**src/rtl/fp_addsub_seq.sv**
```systemverilog
// fp_addsub_seq: two-requester arbiter and stage sequencer for a shared FP add/sub datapath
module fp_addsub_seq #(
  parameter bit RR_EN = 1'b1
) (
  input  logic        CLK,
  input  logic        RST,
  input  logic        req0_valid,
  input  logic        req1_valid,
  output logic        req0_ready,
  output logic        req1_ready,
  input  logic        req0_op,
  input  logic        req1_op,
  input  logic [31:0] req0_a,
  input  logic [31:0] req0_b,
  input  logic [31:0] req1_a,
  input  logic [31:0] req1_b,
  output logic [31:0] dp_a,
  output logic [31:0] dp_b,
  output logic        dp_op,
  output logic        step1_en,
  output logic        step2_en,
  output logic        step3_en,
  input  logic [31:0] dp_result,
  output logic        resp_valid,
  input  logic        resp_ready,
  output logic        resp_id,
  output logic [31:0] resp_result,
  output logic        busy
);
  localparam logic [2:0] IDLE   = 3'd0;
  localparam logic [2:0] ALIGN  = 3'd1;
  localparam logic [2:0] ADDSUB = 3'd2;
  localparam logic [2:0] NORM   = 3'd3;
  localparam logic [2:0] CAPT   = 3'd4;
  localparam logic [2:0] DONE   = 3'd5;

  logic [2:0]  state_q, state_d;
  logic        last_q, last_d, id_q, id_d, op_q, op_d;
  logic [31:0] a_q, a_d, b_q, b_d, res_q, res_d;
  logic        idle, g0, g1, acc, sop, byp;
  logic [31:0] sa, sb, byp_res;

  always_comb begin
    idle    = state_q == IDLE;
    // last_q==1 means requester 1 won last time, so requester 0 takes the tie
    g1      = idle && !RST && req1_valid && (!req0_valid || (RR_EN && !last_q));
    g0      = idle && !RST && req0_valid && !g1;
    acc     = g0 | g1;
    sa      = g1 ? req1_a : req0_a;
    sb      = g1 ? req1_b : req0_b;
    sop     = g1 ? req1_op : req0_op;
    byp     = sb[30:0] == 31'd0 || sa[30:0] == 31'd0;
    byp_res = sb[30:0] == 31'd0 ? sa : sop ? {~sb[31], sb[30:0]} : sb;
    state_d = idle ? (acc ? (byp ? DONE : ALIGN) : IDLE)
            : state_q == DONE ? (resp_ready ? IDLE : DONE)
            : state_q > DONE ? IDLE : state_q + 3'd1;
    last_d  = acc ? g1 : last_q;
    id_d    = acc ? g1 : id_q;
    a_d     = acc ? sa : a_q;
    b_d     = acc ? sb : b_q;
    op_d    = acc ? sop : op_q;
    res_d   = acc && byp ? byp_res : state_q == CAPT ? dp_result : res_q;
  end

  always_ff @(posedge CLK) begin
    if (RST) begin
      state_q <= IDLE;
      last_q  <= 1'b1;
      id_q    <= 1'b0;
      a_q     <= '0;
      b_q     <= '0;
      op_q    <= 1'b0;
      res_q   <= '0;
    end else begin
      state_q <= state_d;
      last_q  <= last_d;
      id_q    <= id_d;
      a_q     <= a_d;
      b_q     <= b_d;
      op_q    <= op_d;
      res_q   <= res_d;
    end
  end

  assign req0_ready  = g0;
  assign req1_ready  = g1;
  assign dp_a        = a_q;
  assign dp_b        = b_q;
  assign dp_op       = op_q;
  assign step1_en    = state_q == ALIGN;
  assign step2_en    = state_q == ADDSUB;
  assign step3_en    = state_q == NORM;
  assign resp_valid  = state_q == DONE;
  assign resp_id     = id_q;
  assign resp_result = res_q;
  assign busy        = !idle;
endmodule

```
**config.mk**
```make
export PLATFORM = sky130hd
export DESIGN_NAME = fp_addsub_seq
export DESIGN_NICKNAME = d
export VERILOG_FILES = /design/src/rtl/fp_addsub_seq.sv
export SDC_FILE = /design/constraint.sdc
export NUM_CORES = 1
export LEC_CHECK = 0
export BUFFER_PORTS_ARGS = -buffer_cell sky130_fd_sc_hd__buf_4
export CORE_MARGIN = 2
export CORE_UTILIZATION = 40
export CTS_CLUSTER_SIZE = 12
export DETAILED_ROUTE_END_ITERATION = 10
export MAX_ROUTING_LAYER = met4
export PLACE_DENSITY = 0.8
export SLEW_MARGIN = 20
export SYNTH_ARGS = -nofsm -noshare
export SYNTH_HDL_FRONTEND = slang
export SYNTH_SLANG_ARGS = --single-unit
```
**constraint.sdc**
```tcl
create_clock -name CLK -period 5.1 [get_ports CLK]
set_clock_uncertainty 0.1 [all_clocks]
set_input_delay 1.02 -clock CLK [delete_from_list [all_inputs] [get_ports CLK]]
set_output_delay 1.02 -clock CLK [all_outputs]
set_load 0.02 [all_outputs]
```
### After elaboration in Yosys (flattened, before gate mapping)

Cells that the tools add are included.

* register bits after elaboration: 102
* output and inout port bits: 105
* logic and storage cells: 46

* $add $sub $neg: 1
* order comparisons: 1
* eq/ne operators: 5
* muxes and demuxes: 13
* bitwise operators: 2
* reductions and logical operators: 17

Operators by type and width (number)
* $mux 32: 6
* $logic_not 31->1: 2
* $mux 3: 6
* $eq 3x2->1 const B: 2
* $eq 3x3->1 const B: 2
* $logic_and 1x1->1: 6
* $logic_not 1->1: 5
* $add 3x1->3 const B: 1
* $eq 3x1->1 const B: 1
* $gt 3x3->1 const B: 1
* $logic_not 3->1: 1
* $logic_or 1x1->1: 2
* $reduce_bool 2->1: 1
* $mux 1: 1
* $not 1->1: 1
* $or 1x1->1: 1

### Longest topological paths before layout

* depth after elaboration: 10
* mapped depth: 13
* mapped depth without buffers: 10

### Least setup slack after synthesis

No wires, ideal clock.

* path kind: input to output
* start: input RST
* end: output req0_ready
* arrival time: 2.219 ns
* data required time: 3.980 ns
* path slack: 1.761 ns
* stages on the path: 6
* path buffers: 2
* cell sequence: nor3b_4 -> nand3_4 -> inv_2 -> buf_6 -> clkbuf_1 -> nor2_1

* longest elaborated chain between the ends: 6
* elaborated cells on any way between the ends: 7
* classes of those cells: reduce/logical (7)

RTL lines
* start, declared: line 6 `input logic RST,`
* $logic_not 1->1: line 46 `g1 = idle && !RST && req1_valid && (!req0_valid || (RR_EN && !last_q));`
* $logic_and 1x1->1 (3 in a row): line 46
* via req1_ready: line 10 `output logic req1_ready,`
* $logic_not 1->1: line 47 `g0 = idle && !RST && req0_valid && !g1;`
* $logic_and 1x1->1: line 47
* end, declared: line 9 `output logic req0_ready,`

The timed path passes the listed nets, and every way through them passes these cells.

### Final worst setup path

* start: register state_q[0]
* end: output req0_ready

* longest elaborated chain between the ends: 6
* elaborated cells on any way between the ends: 7
* classes of those cells: reduce/logical (7)

RTL lines
* start, declared: line 37 `logic [2:0] state_q, state_d;`
* start signal, assigned: line 75 `state_q <= state_d;`
* $logic_not 3->1 (*): line 44 `idle = state_q == IDLE;`
* $logic_and 1x1->1 (*): line 46, 47
* $logic_and 1x1->1 (2 in a row): line 46
* $logic_not 1->1: line 47
* $logic_and 1x1->1 (*): line 47

Every way passes the cells marked *; elsewhere a longest branch is shown, timed or not.

==> results.sh <==
export IMPL_synth_nets=883
export IMPL_fin_crit_ns=3.995
export IMPL_cts_resized=0
export IMPL_clkSinkCount=102
export IMPL_ios=272
export IMPL_core_area_mm2=0.01442
export IMPL_tns_ns=0
export IMPL_remaining_drc_errors=0
export IMPL_max_stage_delay_ns=0.37
export IMPL_fin_crit_sh_pct=78.34
export IMPL_cp_required_ns=3.98
export IMPL_worstHoldPathCells=1
export IMPL_place_ws_ns=1.156
export IMPL_cts_setup_buffers=0
export IMPL_hpwl_um=16770
export IMPL_fin_nets=1110
export IMPL_crit_path_frequent_cell="buf_4"
export IMPL_synth_area_leader_cell="dfxtp_1"
export IMPL_power_density_mw_per_mm2=268.0
export IMPL_seq_area_mm2=0.002042
export IMPL_grt_max_degree=71
export IMPL_critPathBufInv=5
export IMPL_drive_above_1_share_pct=38.49
export IMPL_yosysMostFrequentCell="nand2_1"
export IMPL_path_class="flop to output pin"
export IMPL_gr_max_usage_layer="met2"
export IMPL_worstPathMaxFanout=36
export IMPL_synth_avg_cell_area_um2=8.220
export IMPL_synth_top_area_share_pct=34.94
export IMPL_min_to="last_q"
export IMPL_initialDrtViolationCount=700
export IMPL_hold_slack_ns=0.3696
export IMPL_netlist_instances=711
export IMPL_cts_hold_buf=0
export IMPL_nFillCells=1363
export IMPL_slew_headroom_pct=36.73
export IMPL_ys_warn_count=0
export IMPL_wl_per_cell_um=21.10
export IMPL_stdcell_count=1127
export IMPL_grt_overflow_total=0
export IMPL_clk_pin_slew_ns=0.07
export IMPL_rows=44
export IMPL_grt_pass1_vias=6383
export IMPL_r2r_end="resp_result[4]"
export IMPL_critPathLaunchType="flop"
export IMPL_rsz0062_at_grt="false"
export IMPL_synth_common_cells="nand2_1, dfxtp_1, nor2_1"
export IMPL_maxSlewViolCount=0
export IMPL_clk_latency_ns=0.34
export IMPL_tightest_slew_ns=0.9457
export IMPL_grt_met2_usage_pct=46.00
export IMPL_synth_cell_types=42
export IMPL_initial_utilization_pct=40.52
export IMPL_track_usage_pct=30.01
export IMPL_drt_pass1_iter_count=5
export IMPL_arrival_ns=2.88
export IMPL_gp_congestion=0.8548
export IMPL_fmax_ghz=0.2503
export IMPL_synth_area_leaders="dfxtp_1, a311oi_1, nand2_1"
export IMPL_ant_nets=0
export IMPL_cp_cell_sequence="inv_1 > ha_1 > buf_4 > nor3b_4 > nand3_4 > inv_2 > buf_4 > nor2_1 > buf_4"
export IMPL_hp_start="last_q"
export IMPL_die_x_um=124.9
export IMPL_root_buffer="clkbuf_16"
export IMPL_crit_start="state_q[0]"
export IMPL_die_area_mm2=0.01559
export IMPL_syn_to_final_growth_pct=40.55
export IMPL_ir_worst_vdd_v=0.0001809
export IMPL_worst_slack_ns=1.105
export IMPL_p_leak_uw=0.003399
export IMPL_die_y_um=124.9
export IMPL_met3_usage_pct=4.296
export IMPL_netlist_area_mm2=0.005844
export IMPL_viasPerCell=6.011
export IMPL_cts_tree="built"
export IMPL_vias=6774
export IMPL_finalSetupViolCount=0
export IMPL_htreeDepth=3
export IMPL_grt_use_met1_pct=41.03
export IMPL_r2r_start="state_q[0]"
export IMPL_clockBufferDepth=2
export IMPL_place_inst=1111
export IMPL_multiInputGateArea_mm2=0.003492
export IMPL_cap_viol_max_count=0
export IMPL_synth_ff_latch_count=102
export IMPL_slowest_stage="inv_2"
export IMPL_grt_pass1_wl_um=36270
export IMPL_antenna_found_initial=0
export IMPL_rr_worst_depth=12
export IMPL_synth_edf_count=0
export IMPL_ys_flop_type="dfxtp_1"
export IMPL_diodes=0
export IMPL_hold_class="flop to flop"
export IMPL_wirelength_um=23780
export IMPL_seq_area_frac_synth_pct=34.94
export IMPL_numCtsBuffers=9
export IMPL_io_buffers=271
export IMPL_final_util_pct=56.95
export IMPL_outcome="completed"
export IMPL_hold_viol_final=0
export IMPL_end_kind="output pin"
export IMPL_reg2reg_slack_ns=1.34
export IMPL_path_delay_family="buffers and inverters"
export IMPL_async_flop_share_pct=0
-- layout by cell type (no fill, tap or decap), types with 2 or more instances in the layout --
| cell | instances |
|---|---|
| nor4_2 | 2 |
| nand4_1 | 6 |
| nor3_1 | 5 |
| clkbuf_16 | 9 |
| xor2_1 | 2 |
| clkinvlp_4 | 2 |
| clkinv_2 | 4 |
| nor4_1 | 25 |
| and3_1 | 31 |
| a21boi_0 | 31 |
| or4_1 | 2 |
| ha_1 | 5 |
| nand2b_1 | 3 |
| dfxtp_1 | 102 |
| nor3_2 | 33 |
| nor2b_1 | 3 |
| nor2_1 | 70 |
| a211oi_1 | 42 |
| a211oi_2 | 20 |
| buf_4 | 282 |
| or3_1 | 3 |
| o21a_1 | 33 |
| nand2_1 | 135 |
| a311oi_1 | 65 |
| o21ai_0 | 2 |
| inv_1 | 5 |
| nand2_2 | 3 |
-- layout make-up --
| type | instances | area share [%] |
|---|---|---|
| clock buffers | 9 | 2.742 |
| clock inverters | 7 | 0.7921 |
| inverters | 6 | 0.2742 |
| multi-input cells | 536 | 42.51 |
| flip-flops and latches | 102 | 24.86 |
| well taps | 184 | 2.803 |
| repair buffers | 283 | 26.02 |
-- layer usage --
layer  share of wire (%)  vias up
met1                  43     3198
li1                    -     3094
met2                  46      438
met4                 2.3        0
met3                 8.7       44
met5                   0        -
-- through the flow --
step	total power, uW	instance area, um2
6_report	2201	8214
5_1_grt	2294	8214
4_1_cts	2208	8214
3_5_place_dp	1514	7924
3_3_place_gp	1509	7924
2_1_floorplan	1207	5844
-- power breakdown --
part,switching (uW),total [uW],leakage (uW),internal (uW)
sequential,38.1,898,0.000831,860
clock,320,697,0.000141,378
combinational,351,606,0.00243,255
total,709,2200,0.00340,1490
-- worst reg2reg max path: stages (launching register included) --
cell and delay [ns]:
dfxtp_1 0.34, inv_1 0.13, ha_1 0.16, buf_4 0.35, nor3b_4 0.36, nand3_4 0.18
inv_2 0.37, nor3_1 0.18, a41oi_1 0.26, nand2_2 0.45, buf_12 0.38, a211oi_1 0.28
nor3_2 0.08
-- worst max-delay path by stage --
stage / to / slack, ns / cells after the start
floorplan: req0_ready / 1.76 / 6
global placement: resp_result[4] / 1.29 / 10
detailed placement: resp_result[7] / 1.16 / 9
CTS: req0_ready / 1.14 / 9
global route: req0_ready / 0.97 / 9
finish: req0_ready / 1.10 / 9
-- sequential cells by signal, indices dropped and copies added, names as in the netlist --
register,count
dp_a,32
dp_b,32
resp_result,32
state_q,3
dp_op,1
last_q,1
resp_id,1
-- cell families (layout without fill, tap and decap cells) --
logic type | after synthesis | count (layout) | synth area share (%)
compound gates | 201 | 201 | 28.97
xor+xnor | 2 | 2 | 0.2998
fa+ha+maj | 5 | 5 | 1.070
buf+inv | 73 | 305 | 5.459
flops | 102 | 102 | 34.94
mux | 2 | 2 | 0.5780
simple gates | 326 | 326 | 28.69
(Power assumes the default switching activity.)
